$ cat src/rtl/instr_fetch_queue_if.sv
// Bundle of the fetch-queue memory port, redirect input and opcode handshake.
// The slave modport is the fetch queue; the master modport is the memory/reader side.
interface instr_fetch_queue_if #(
    parameter int unsigned ADDR_W = 8,
    parameter int unsigned DATA_W = 8,
    parameter int unsigned DEPTH  = 4
);
    localparam int unsigned CNT_W = $clog2(DEPTH) + 1;

    logic              mem_req;
    logic [ADDR_W-1:0] mem_addr;
    logic              mem_ack;
    logic [DATA_W-1:0] mem_data;
    logic              redirect;
    logic [ADDR_W-1:0] redirect_ip;
    logic              op_valid;
    logic              op_ready;
    logic [DATA_W-1:0] op_code;
    logic [ADDR_W-1:0] op_ip;
    logic [CNT_W-1:0]  count;

    modport slave (
        output mem_req, mem_addr, op_valid, op_code, op_ip, count,
        input  mem_ack, mem_data, redirect, redirect_ip, op_ready
    );

    modport master (
        input  mem_req, mem_addr, op_valid, op_code, op_ip, count,
        output mem_ack, mem_data, redirect, redirect_ip, op_ready
    );
endinterface

$ cat src/rtl/instr_fetch_queue.sv
// Instruction fetch stage: walks byte memory from a fetch pointer, buffers opcodes with
// their addresses in a small FIFO and hands them out over valid/ready; redirects flush.
module instr_fetch_queue #(
    parameter int unsigned       ADDR_W   = 8,
    parameter int unsigned       DATA_W   = 8,
    parameter int unsigned       DEPTH    = 4,
    parameter logic [ADDR_W-1:0] RESET_IP = '0
) (
    input logic                 i_clk,
    input logic                 i_reset,
    instr_fetch_queue_if.slave  io_bus
);
    localparam int unsigned PTR_W = $clog2(DEPTH);
    localparam int unsigned CNT_W = PTR_W + 1;

    typedef enum logic [1:0] {StIdle, StFetch, StDiscard} state_e;

    state_e            r_state, w_state_d;
    logic [ADDR_W-1:0] r_fetch_ip, w_fetch_ip_d;
    logic [ADDR_W-1:0] r_pend_ip, w_pend_ip_d;
    logic [PTR_W-1:0]  r_rd_ptr, r_wr_ptr;
    logic [CNT_W-1:0]  r_count, w_count_d;
    logic [DATA_W-1:0] r_code [DEPTH];
    logic [ADDR_W-1:0] r_ip   [DEPTH];

    logic w_ack, w_push, w_pop;

    always_comb begin
        w_ack        = (r_state != StIdle) && io_bus.mem_ack;
        w_push       = (r_state == StFetch) && w_ack && !io_bus.redirect;
        w_pop        = (r_count != '0) && io_bus.op_ready && !io_bus.redirect;
        w_count_d    = r_count + CNT_W'(w_push) - CNT_W'(w_pop);
        w_state_d    = r_state;
        w_fetch_ip_d = r_fetch_ip;
        w_pend_ip_d  = r_pend_ip;
        if (io_bus.redirect) begin
            // A request still in flight keeps its address until acked; park the target.
            if ((r_state != StIdle) && !w_ack) begin
                w_state_d   = StDiscard;
                w_pend_ip_d = io_bus.redirect_ip;
            end else begin
                w_state_d    = StFetch;
                w_fetch_ip_d = io_bus.redirect_ip;
            end
        end else begin
            unique case (r_state)
                StIdle: begin
                    if (r_count < CNT_W'(DEPTH)) w_state_d = StFetch;
                end
                StFetch: begin
                    if (w_ack) begin
                        w_fetch_ip_d = r_fetch_ip + 1'b1;
                        w_state_d    = (w_count_d < CNT_W'(DEPTH)) ? StFetch : StIdle;
                    end
                end
                StDiscard: begin
                    if (w_ack) begin
                        w_fetch_ip_d = r_pend_ip;
                        w_state_d    = StFetch;
                    end
                end
                default: w_state_d = StIdle;
            endcase
        end
    end

    always_ff @(posedge i_clk or negedge i_reset) begin
        if (!i_reset) begin
            r_state    <= StIdle;
            r_fetch_ip <= RESET_IP;
            r_pend_ip  <= RESET_IP;
            r_rd_ptr   <= '0;
            r_wr_ptr   <= '0;
            r_count    <= '0;
        end else begin
            r_state    <= w_state_d;
            r_fetch_ip <= w_fetch_ip_d;
            r_pend_ip  <= w_pend_ip_d;
            if (io_bus.redirect) begin
                r_rd_ptr <= '0;
                r_wr_ptr <= '0;
                r_count  <= '0;
            end else begin
                if (w_push) r_wr_ptr <= r_wr_ptr + 1'b1;
                if (w_pop)  r_rd_ptr <= r_rd_ptr + 1'b1;
                r_count <= w_count_d;
            end
        end
    end

    always_ff @(posedge i_clk or negedge i_reset) begin
        if (!i_reset) begin
            for (int i = 0; i < DEPTH; i++) begin
                r_code[i] <= '0;
                r_ip[i]   <= '0;
            end
        end else if (w_push) begin
            r_code[r_wr_ptr] <= io_bus.mem_data;
            r_ip[r_wr_ptr]   <= r_fetch_ip;
        end
    end

    assign io_bus.mem_req  = (r_state != StIdle);
    assign io_bus.mem_addr = r_fetch_ip;
    assign io_bus.op_valid = (r_count != '0);
    assign io_bus.op_code  = r_code[r_rd_ptr];
    assign io_bus.op_ip    = r_ip[r_rd_ptr];
    assign io_bus.count    = r_count;
endmodule

$ cat src/flat_wrapper.sv
// flat-port wrapper written by rule: the top's interface ports become plain ports
module instr_fetch_queue_flat 
#(
    parameter int unsigned       ADDR_W   = 8,
    parameter int unsigned       DATA_W   = 8,
    parameter int unsigned       DEPTH    = 4,
    parameter logic [ADDR_W-1:0] RESET_IP = '0
)
  (i_clk, i_reset, io_bus_mem_req, io_bus_mem_addr, io_bus_op_valid, io_bus_op_code, io_bus_op_ip, io_bus_count, io_bus_mem_ack, io_bus_mem_data, io_bus_redirect, io_bus_redirect_ip, io_bus_op_ready);
  instr_fetch_queue_if #(.ADDR_W(ADDR_W), .DATA_W(DATA_W), .DEPTH(DEPTH)) io_bus_i ();
  input logic i_clk;
  input logic i_reset;
  output wire logic [$bits(io_bus_i.mem_req)-1:0] io_bus_mem_req;
  output wire logic [$bits(io_bus_i.mem_addr)-1:0] io_bus_mem_addr;
  output wire logic [$bits(io_bus_i.op_valid)-1:0] io_bus_op_valid;
  output wire logic [$bits(io_bus_i.op_code)-1:0] io_bus_op_code;
  output wire logic [$bits(io_bus_i.op_ip)-1:0] io_bus_op_ip;
  output wire logic [$bits(io_bus_i.count)-1:0] io_bus_count;
  input wire logic [$bits(io_bus_i.mem_ack)-1:0] io_bus_mem_ack;
  input wire logic [$bits(io_bus_i.mem_data)-1:0] io_bus_mem_data;
  input wire logic [$bits(io_bus_i.redirect)-1:0] io_bus_redirect;
  input wire logic [$bits(io_bus_i.redirect_ip)-1:0] io_bus_redirect_ip;
  input wire logic [$bits(io_bus_i.op_ready)-1:0] io_bus_op_ready;
  assign io_bus_mem_req = io_bus_i.mem_req;
  assign io_bus_mem_addr = io_bus_i.mem_addr;
  assign io_bus_op_valid = io_bus_i.op_valid;
  assign io_bus_op_code = io_bus_i.op_code;
  assign io_bus_op_ip = io_bus_i.op_ip;
  assign io_bus_count = io_bus_i.count;
  assign io_bus_i.mem_ack = io_bus_mem_ack;
  assign io_bus_i.mem_data = io_bus_mem_data;
  assign io_bus_i.redirect = io_bus_redirect;
  assign io_bus_i.redirect_ip = io_bus_redirect_ip;
  assign io_bus_i.op_ready = io_bus_op_ready;
  instr_fetch_queue #(.ADDR_W(ADDR_W), .DATA_W(DATA_W), .DEPTH(DEPTH), .RESET_IP(RESET_IP)) u_core (.i_clk(i_clk), .i_reset(i_reset), .io_bus(io_bus_i));
endmodule
$ cat config.mk
export PLATFORM = sky130hd
export DESIGN_NAME = instr_fetch_queue_flat
export DESIGN_NICKNAME = d
export VERILOG_FILES = /design/src/rtl/instr_fetch_queue_if.sv /design/src/rtl/instr_fetch_queue.sv /design/src/flat_wrapper.sv
export SDC_FILE = /design/constraint.sdc
export NUM_CORES = 1
export LEC_CHECK = 0
export ABC_AREA = 0
export CORE_UTILIZATION = 45
export CTS_BUF_LIST = sky130_fd_sc_hd__clkbuf_8 sky130_fd_sc_hd__clkbuf_16
export CTS_CLUSTER_DIAMETER = 100
export DETAILED_ROUTE_END_ITERATION = 7
export PLACE_DENSITY = 0.74
export SYNTH_ARGS = -nofsm -noshare
export SYNTH_HDL_FRONTEND = slang
export SYNTH_SLANG_ARGS = --single-unit
export TNS_END_PERCENT = 5
$ cat constraint.sdc
create_clock -name i_clk -period 2.9 [get_ports i_clk]
set_clock_uncertainty 0.15 [all_clocks]
set_input_delay 0.58 -clock i_clk [delete_from_list [all_inputs] [get_ports i_clk]]
set_output_delay 0.58 -clock i_clk [all_outputs]
set_load 0.02 [all_outputs]
Word-level counts from Yosys, hierarchy flattened
Index checks and enable logic that the tools add are counted.
W data, S select, Z words.
{ "op_classes": {"addsub": 5, "magnitude_cmp": 5, "eq_ne": 6, "muxes": 27, "bitwise": 2, "reduce_logical": 18} }
{ "op_table": {"columns": ["cell", "n"], "rows": [
  ["$mux W8", 9],
  ["$bwmux W32", 2],
  ["$bmux W8 S2", 2],
  ["$mux W2", 9],
  ["$demux W8 S2", 1],
  ["$pmux W8 S2", 1],
  ["$ne A3 B2 Y1 const B", 3],
  ["$add A8 B1 Y8 const B", 1],
  ["$logic_and A1 B1 Y1", 7],
  ["$ge A3 B3 Y1 const B", 2],
  ["$lt A3 B3 Y1 const B", 2],
  ["$not A2 Y3", 2],
  ["$pmux W2 S3", 1],
  ["$reduce_bool A2 Y1", 3],
  ["$reduce_bool A3 Y1", 2],
  ["$add A2 B1 Y2 const B", 2],
  ["$reduce_and A4 Y1", 1],
  ["$add A3 B1 Y3", 1],
  ["$lt A3 B1 Y1 const B", 1],
  ["$mux W3", 1],
  ["$reduce_and A3 Y1", 1],
  ["$sub A3 B1 Y3", 1],
  ["$eq A2 B1 Y1 const B", 1],
  ["$eq A2 B2 Y1 const B", 1],
  ["5 further kinds", 6]
]} }
{ "totals": {"regBits": 89, "inputBits": 21, "output_inout_bits": 29, "wordCells": 77} }

Longest topological paths before layout
Gate-level depths: netlist of run 1.
{ "depth": {"depth_word": 11, "ltp_mapped": 12, "ltp_nobuf": 11} }

Worst setup path after synthesis of run 1
Ideal clock, no wire load.
{ "synth_timing": {"path_kind": "input to register", "startpoint": "input io_bus_redirect", "endpoint": "register u_core.r_state[0]", "setup_time_ps": 99, "t_arrival_ps": 2616, "slack_ps": 34, "cell_stages": 12, "n_path_buf": 3, "path_cell_list": "buf_2 buf_2 buf_1 nor2_1 ha_1 inv_1 ha_1 inv_1 fa_1 xnor2_1 nor2_1 a311oi_1"} }
{ "synth_between": {"elab_chain_cells": 9} }
{ "synth_lines": {"columns": ["item", "line", "text"], "rows": [
  ["from (decl)", "flat_wrapper.sv:21", "input wire logic [$bits(io_bus_i.redirect)-1:0] io_bus_redirect;"],
  ["$logic_not A1 Y1", "instr_fetch_queue.sv:30, instr_fetch_queue.sv:31", null],
  ["$logic_and A1 B1 Y1", "instr_fetch_queue.sv:30", "w_push = (r_state == StFetch) && w_ack && !io_bus.redirect;"],
  ["$add A3 B1 Y3", "instr_fetch_queue.sv:32", "w_count_d = r_count + CNT_W'(w_push) - CNT_W'(w_pop);"],
  ["$sub A3 B1 Y3", "instr_fetch_queue.sv:32", null],
  ["$lt A3 B3 Y1", "instr_fetch_queue.sv:53", "w_state_d = (w_count_d < CNT_W'(DEPTH)) ? StFetch : StIdle;"],
  ["$mux W1", "instr_fetch_queue.sv:53", null],
  ["$mux W2", "instr_fetch_queue.sv:51", "if (w_ack) begin"],
  ["$pmux W2 S3", "instr_fetch_queue.sv:46", "unique case (r_state)"],
  ["$mux W2", "instr_fetch_queue.sv:36", "if (io_bus.redirect) begin"],
  ["to (signal assigned)", "instr_fetch_queue.sv:69", "r_state <= StIdle;"],
  ["to (signal assigned)", "instr_fetch_queue.sv:76", "r_state <= w_state_d;"],
  ["to (decl)", "instr_fetch_queue.sv:18", "state_e r_state, w_state_d;"]
]} }
Several ways; a longest one is shown, not always the timed one. The select of a mux whose other input is x is not followed.
A chain may end at the register's enable or synchronous reset.

Final worst setup path of run 1
{ "layout_timing": {"startpoint": "register u_core.r_rd_ptr[0]", "endpoint": "output io_bus_op_ip[6]"} }
{ "layout_between": {"elab_chain_cells": 4} }
{ "layout_lines": {"columns": ["item", "line", "text"], "rows": [
  ["from (decl)", "instr_fetch_queue.sv:21", "logic [PTR_W-1:0] r_rd_ptr, r_wr_ptr;"],
  ["from (signal assigned)", "instr_fetch_queue.sv:85", "if (w_pop) r_rd_ptr <= r_rd_ptr + 1'b1;"],
  ["$not A2 Y3 (implied by the code)", "instr_fetch_queue.sv:107", "assign io_bus.op_ip = r_ip[r_rd_ptr];"],
  ["$bmux W8 S2", "instr_fetch_queue.sv:107", null],
  ["$mux W8 (implied by the code) (2 in series)", "instr_fetch_queue.sv:107", null],
  ["to (decl)", "flat_wrapper.sv:17", "output wire logic [$bits(io_bus_i.op_ip)-1:0] io_bus_op_ip;"]
]} }
Every way passes these cells. The select of a mux whose other input is x is not followed.

==> results.py, run 1 <==
metrics = {
    "run_status": {
        "status": "complete, no violations",
    },
    "finish": {
        "layout_commonest_cell": "dfrtp_1",
        "nNetsFinal": 385,
        "drive_above_1_share_pct": 34.6,
        "diodes": 0,
        "fillers": 793,
        "mostFrequentLayoutCells": "dfrtp_1 (88), clkdlybuf4s50_1 (47), mux2_4 (40)",
        "area_delta_synth_final_pct": 17.6,
    },
    "floorplanning": {
        "num_rows": 35,
        "core_area_mm2": 0.00942,
        "start_util_pct": 47.3,
        "die_area_mm2": 0.0103,
        "die_h_um": 101,
        "num_io_pins": 50,
        "die_w_um": 101,
    },
    "routing": {
        "vias": 2594,
        "drt-pass1-iter-count": 4,
        "wl_per_cell_um": 16.8,
        "drt-total-wl_um": 8230,
        "drc": 0,
        "drtAntennaViolNets": 0,
        "drt-vias-per-instance": 5.29,
        "drt_iter0_markers": 77,
    },
    "sta": {
        "rsz0062_at_grt": "no",
        "fmax_ghz": 0.358,
        "fin_crit_sh_pct": 96.3,
        "finalMaxSlewViolations": 0,
        "tns_ns": 0,
        "min_period_ns": 2.79,
        "fin_ws_ns": 0.107,
        "setup_viol": 0,
        "finalHoldViolations": 0,
        "worst_slew_pin_slew_ns": 0.502,
        "slew_headroom_pct": 66.5,
    },
    "setup_path": {
        "startpoint_type": "flop",
        "cp.arrival_ns": 2.06,
        "regToRegStartpoint": "u_core.io_bus.count[1]$_DFF_PN0_",
        "cp_max_fo": 16,
        "worstPathRequired_ns": 2.17,
        "startpoint": "u_core.r_rd_ptr[0]$_DFFE_PN0P_",
        "setup.worst_path.class": "reg -> out",
        "cp-end-kind": "output pin",
    },
    "synth": {
        "synth_seq_cells": 89,
        "synth.top_cell.area_share_pct": 50.1,
        "synth-seq-area-share_pct": 50.1,
        "yosys-top-cells-area": "dfrtp_1 (50%), mux2_4 (13%), mux2_2 (8.1%)",
        "yosysWarnings": 0,
        "synth_edf_count": 0,
        "yosys.area.top_type": "dfrtp_1",
        "syn_nets": 335,
        "syn_inst": 306,
        "async_reset_ff_share_pct": 100,
        "yosysUniqueCellTypes": 44,
        "syn_area_per_cell_um2": 14.5,
        "synthesis.area_mm2": 0.00445,
        "synth_ff_type": "dfrtp_1",
    },
    "cts": {
        "cts_tree": "done",
        "cts.sinks": 89,
        "clk_latency_ns": 0.36,
        "clockBufferDepth": 2,
        "ctsHoldBuffers": 0,
        "cts_buffers": 9,
        "htreeDepth": 3,
        "post-cts-setup-buffers": 0,
        "postCtsResizedCells": 0,
        "clockRootBuffer": "clkbuf_8",
        "clk_pin_slew_ns": 0.09,
    },
    "placed_design": {
        "dpl.hpwl_um": 5620,
        "portBuffers": 49,
        "routabilityCongestion": 0.795,
        "dp_slack_ns": 0.0149,
    },
    "grt": {
        "antenna_found_initial": 0,
        "grtUsageTotal_pct": 18.6,
        "overflow": 0,
        "grt_pass1_vias": 2777,
        "grt_max_degree": 39,
        "grt_pass1_wl_um": 14300,
    },
    "worst_hold_path": {
        "hold_class": "in -> async",
    },
    "pwr": {
        "p_leak_nw": 2.44,
        "p_per_area_mw_per_mm2": 1010,
        "worst_ir_drop_vdd_uv": 470,
    },
    "run": {
        "drv_cap": 0,
    },
}
## metal layers
layer	track usage, %	part of all wire (%)	vias up	wire, um
met2	30.1	49	63	4060
met3	4.97	3.8	10	312
met5	0	0	-	0
met4	5.24	0.92	0	76
met1	24.7	46	1315	3780
li1	-	-	1206	-
## flip-flops by register name (all words and copies together) (netlist names)
register,cells
u_core.r_wr_ptr,2
u_core.r_ip,32
u_core.r_pend_ip,8
u_core.r_code,32
u_core.r_rd_ptr,2
u_core.io_bus.count,3
u_core.r_state,2
u_core.io_bus.mem_addr,8
## cell type report
cell class	instances	area [um^2]	area share, %
repair buffers	58	571	10.9
multi-input cells	190	2070	39.5
flip-flops and latches	89	2230	42.6
inverters	8	30.0	0.574
well taps	129	161	3.08
clock buffers	9	124	2.37
clock inverters	7	52.6	1.00
## worst paths after layout
kind                                             endpoint  slack [ns]  cells after the start
max in group asynchronous  u_core.r_rd_ptr[0]$_DFFE_PN0P_        1.85                      2
hold / removal                u_core.r_ip[22]$_DFFE_PN0P_        0.02                      1
setup / recovery                          io_bus_op_ip[6]        0.11                      3
hold reg to reg              u_core.r_code[8]$_DFFE_PN0P_        0.36                      1
min in group i_clk           u_core.r_code[8]$_DFFE_PN0P_        0.36                      1
setup reg to reg            u_core.r_state[0]$_DFFE_PN0P_        0.27                     11
## synth_stat cells (2+ instances only)
| cell | count |
|---|---|
| a211o_1 | 2 |
| a211oi_1 | 4 |
| a21oi_1 | 9 |
| buf_1 | 2 |
| buf_2 | 8 |
| buf_6 | 6 |
| clkbuf_1 | 2 |
| dfrtp_1 | 89 |
| ha_1 | 7 |
| inv_1 | 8 |
| mux2_2 | 32 |
| mux2_4 | 40 |
| mux2i_1 | 2 |
| mux4_2 | 16 |
| nand2_1 | 10 |
| nand2_4 | 4 |
| nand2b_1 | 2 |
| nand3_1 | 6 |
| nand3b_1 | 2 |
| nor2_1 | 12 |
| nor2b_1 | 2 |
| nor3_1 | 2 |
| nor3b_1 | 2 |
| o21ai_0 | 8 |
| or3_1 | 3 |
| xnor2_1 | 3 |
| xor2_1 | 6 |
## power by group
group / internal, W / switching [W]
clock: 0.000319 / 0.000463
sequential: 0.00173 / 0.000421
combinational: 0.00138 / 0.000955
total: 0.00343 / 0.00184
## kinds of logic (layout without fill, tap and decap cells)
logic type | Yosys count | count (layout) | share of synthesized area, %
buf+inv | 27 | 82 | 3.60
simple gates | 52 | 52 | 7.45
flops | 89 | 89 | 50.1
mux | 90 | 90 | 30.1
compound gates | 30 | 30 | 4.19
fa+ha+maj | 8 | 8 | 2.42
xor+xnor | 10 | 10 | 2.14
## metrics by stage
step / utilization (%) / power (W) / area (um^2) / cells / hold WS [ns]
after floorplan: - / 0.00370 / 4450 / 306 / 0.134
after global placement: 53.6 / 0.00446 / 5050 / 474 / 0.332
after detailed placement: 53.6 / 0.00453 / 5050 / 474 / 0.338
after CTS: 55.5 / 0.00532 / 5230 / 490 / 0.0254
after global routing: 55.6 / 0.00561 / 5230 / 490 / 0.0398
final: 55.6 / 0.00527 / 5230 / 490 / 0.0249
## critical path, stage by stage (launching register included)
cell and delay [ns]:
dfrtp_2 0.42, buf_12 0.20, mux4_2 0.53, clkdlybuf4s50_1 0.56
Power figures use the tool's default switching activity.
==> inputs of run 2 (changes only) <==
--- a/config.mk
+++ b/config.mk
@@ -10,6 +10,7 @@
 export CTS_BUF_LIST = sky130_fd_sc_hd__clkbuf_8 sky130_fd_sc_hd__clkbuf_16
 export CTS_CLUSTER_DIAMETER = 100
 export DETAILED_ROUTE_END_ITERATION = 7
+export MAX_ROUTING_LAYER = met4
 export PLACE_DENSITY = 0.74
 export SYNTH_ARGS = -nofsm -noshare
 export SYNTH_HDL_FRONTEND = slang
==> run 2 against run 1 <==
  * Final cell count unchanged
  * Via count rose by 0.93%
  * Core utilization is the same
  * Sequential power is essentially flat
  * Clock power about the same
  * Count of clock-buffer cells in the layout stayed put
  * Non-clock buffer count is the same
  * Maximum frequency about the same
  * Combinational power is essentially flat
  * Flip-flop and latch count is the same
  * Sequential share of layout area unchanged
  * First-iteration DRC count is 5.2% lower
  * Critical endpoint unchanged
==> results.py, run 2 (synthesis gave the netlist of run 1 again) <==
metrics = {
    "run_status": {
        "status": "complete, no violations",
    },
    "finish": {
        "drive_above_1_share_pct": 34.6,
        "multi_input_area_mm2": 0.00207,
        "diodes": 0,
        "area_delta_synth_final_pct": 17.6,
        "post-route-util_pct": 55.6,
        "nNetsFinal": 385,
        "reg.largest.list": "u_core.r_code: 32 flops, u_core.r_ip: 32 flops",
        "fillers": 793,
        "mostFrequentLayoutCells": "dfrtp_1 (88), clkdlybuf4s50_1 (47), mux2_4 (40)",
        "instances_no_fill": 490,
        "layout_commonest_cell": "dfrtp_1",
        "ff_latch_area_mm2": 0.00223,
    },
    "sta": {
        "min_period_ns": 2.79,
        "fin_crit_sh_pct": 96.3,
        "fmax_ghz": 0.358,
        "worst_slew_pin_slew_ns": 0.501,
        "finalHoldViolations": 0,
        "tns_ns": 0,
        "rsz0062_at_grt": "no",
        "slew_headroom_pct": 66.6,
        "fin_ws_ns": 0.107,
        "setup_viol": 0,
        "finalMaxSlewViolations": 0,
    },
    "placed_design": {
        "routabilityCongestion": 0.807,
        "dp_cells": 474,
        "portBuffers": 49,
        "dpl.hpwl_um": 5620,
        "dp_slack_ns": 0.0149,
    },
    "grt": {
        "overflow": 0,
        "antenna_found_initial": 0,
        "grt_max_degree": 39,
        "grt_pass1_wl_um": 14300,
        "grtUsageTotal_pct": 19.2,
        "grt_pass1_vias": 2773,
    },
    "cts": {
        "clk_pin_slew_ns": 0.09,
        "post-cts-setup-buffers": 0,
        "ctsHoldBuffers": 0,
        "cts_tree": "done",
        "clockBufferDepth": 2,
        "cts.sinks": 89,
        "cts_buffers": 9,
        "htreeDepth": 3,
        "clockRootBuffer": "clkbuf_8",
        "clk_latency_ns": 0.37,
        "postCtsResizedCells": 0,
    },
    "floorplanning": {
        "start_util_pct": 47.3,
        "die_w_um": 101,
        "core_area_mm2": 0.00942,
        "num_rows": 35,
        "die_h_um": 101,
        "die_area_mm2": 0.0103,
        "num_io_pins": 50,
    },
    "pwr": {
        "worst_ir_drop_vdd_uv": 472,
        "swShare_pct": 35.0,
        "seq_power_share_pct": 40.8,
        "p_per_area_mw_per_mm2": 1010,
        "power_frac_comb_pct": 44.3,
        "p_switching_w": 0.00184,
        "p_leak_nw": 2.44,
        "power.internal_w": 0.00343,
        "p_clk_share_pct": 14.9,
    },
    "setup_path": {
        "cp.arrival_ns": 2.06,
        "r2r_slack_ns": 0.27,
        "startpoint_type": "flop",
        "cp_max_fo": 16,
        "rr_worst_depth": 11,
        "regToRegStartpoint": "u_core.io_bus.count[1]$_DFF_PN0_",
        "setup.worst_path.class": "reg -> out",
        "worstPathRequired_ns": 2.17,
        "cp-end-kind": "output pin",
        "reg2reg_to": "u_core.r_state[0]$_DFFE_PN0P_",
    },
    "worst_hold_path": {
        "hold_class": "in -> async",
    },
    "routing": {
        "drtAntennaViolNets": 0,
        "wl_per_cell_um": 16.7,
        "vias": 2618,
        "drc": 0,
        "drt_iter0_markers": 73,
        "drt-total-wl_um": 8210,
        "drt-pass1-iter-count": 4,
        "drt-vias-per-instance": 5.34,
    },
    "run": {
        "drv_cap": 0,
    },
}
run 2: layer usage:
metal	vias to the layer above	share of wire (%)	GRT usage, %
li1	1204	-	-
met1	1343	46	24.6
met2	59	49	30.3
met3	12	3.8	5.38
met4	0	0.95	4.91
met5	-	0	-
run 2: worst max-delay path by stage:
stage | from | endpoint | slack [ns] | depth (start not counted)
floorplan | io_bus_redirect | u_core.r_state[0]$_DFFE_PN0P_ | 0.03 | 12
global route | u_core.r_rd_ptr[0]$_DFFE_PN0P_ | io_bus_op_code[5] | 0.02 | 3
CTS | u_core.r_rd_ptr[0]$_DFFE_PN0P_ | io_bus_op_ip[2] | 0.02 | 3
global placement | io_bus_op_ready | u_core.r_state[0]$_DFFE_PN0P_ | 0.14 | 11
detailed placement | io_bus_op_ready | u_core.r_state[0]$_DFFE_PN0P_ | 0.01 | 11
finish | u_core.r_rd_ptr[0]$_DFFE_PN0P_ | io_bus_op_ip[6] | 0.11 | 3
run 2: per-stage QoR:
step	area (um^2)	power [W]	hold slack (ns)
global placement	5050	0.00446	0.332
CTS	5230	0.00532	0.0254
finish	5230	0.00527	0.0250
global route	5230	0.00561	0.0366
floorplan	4450	0.00370	0.134
detailed placement	5050	0.00453	0.338
run 2: final cells by class:
cell class	count	area share, %
clock buffers	9	2.37
multi-input cells	190	39.5
repair buffers	58	10.9
well taps	129	3.08
inverters	8	0.574
flip-flops and latches	89	42.6
clock inverters	7	1.00
run 2: power groups by stage:
stage / sequential (W) / clock (W) / combinational [W]
finish: 0.00215 / 0.000783 / 0.00234
global route: 0.00223 / 0.000856 / 0.00252
CTS: 0.00215 / 0.000810 / 0.00236
detailed placement: 0.00217 / 0 / 0.00236
global placement: 0.00214 / 0 / 0.00231
floorplan: 0.00206 / 0 / 0.00164
run 2: critical path: stages, from the launching register on:
cell and delay (ns):
dfrtp_2 0.42, buf_12 0.20, mux4_2 0.53, clkdlybuf4s50_1 0.56
==> inputs of run 3 (changes only) <==
--- a/config.mk
+++ b/config.mk
@@ -9,9 +9,11 @@
 export CORE_UTILIZATION = 45
 export CTS_BUF_LIST = sky130_fd_sc_hd__clkbuf_8 sky130_fd_sc_hd__clkbuf_16
 export CTS_CLUSTER_DIAMETER = 100
+export CTS_CLUSTER_SIZE = 24
 export DETAILED_ROUTE_END_ITERATION = 7
 export MAX_ROUTING_LAYER = met4
 export PLACE_DENSITY = 0.74
+export SLEW_MARGIN = 30
 export SYNTH_ARGS = -nofsm -noshare
 export SYNTH_HDL_FRONTEND = slang
 export SYNTH_SLANG_ARGS = --single-unit
==> results of run 3 <==
The final DEF is identical to that of run 2; final timing and power are the same.
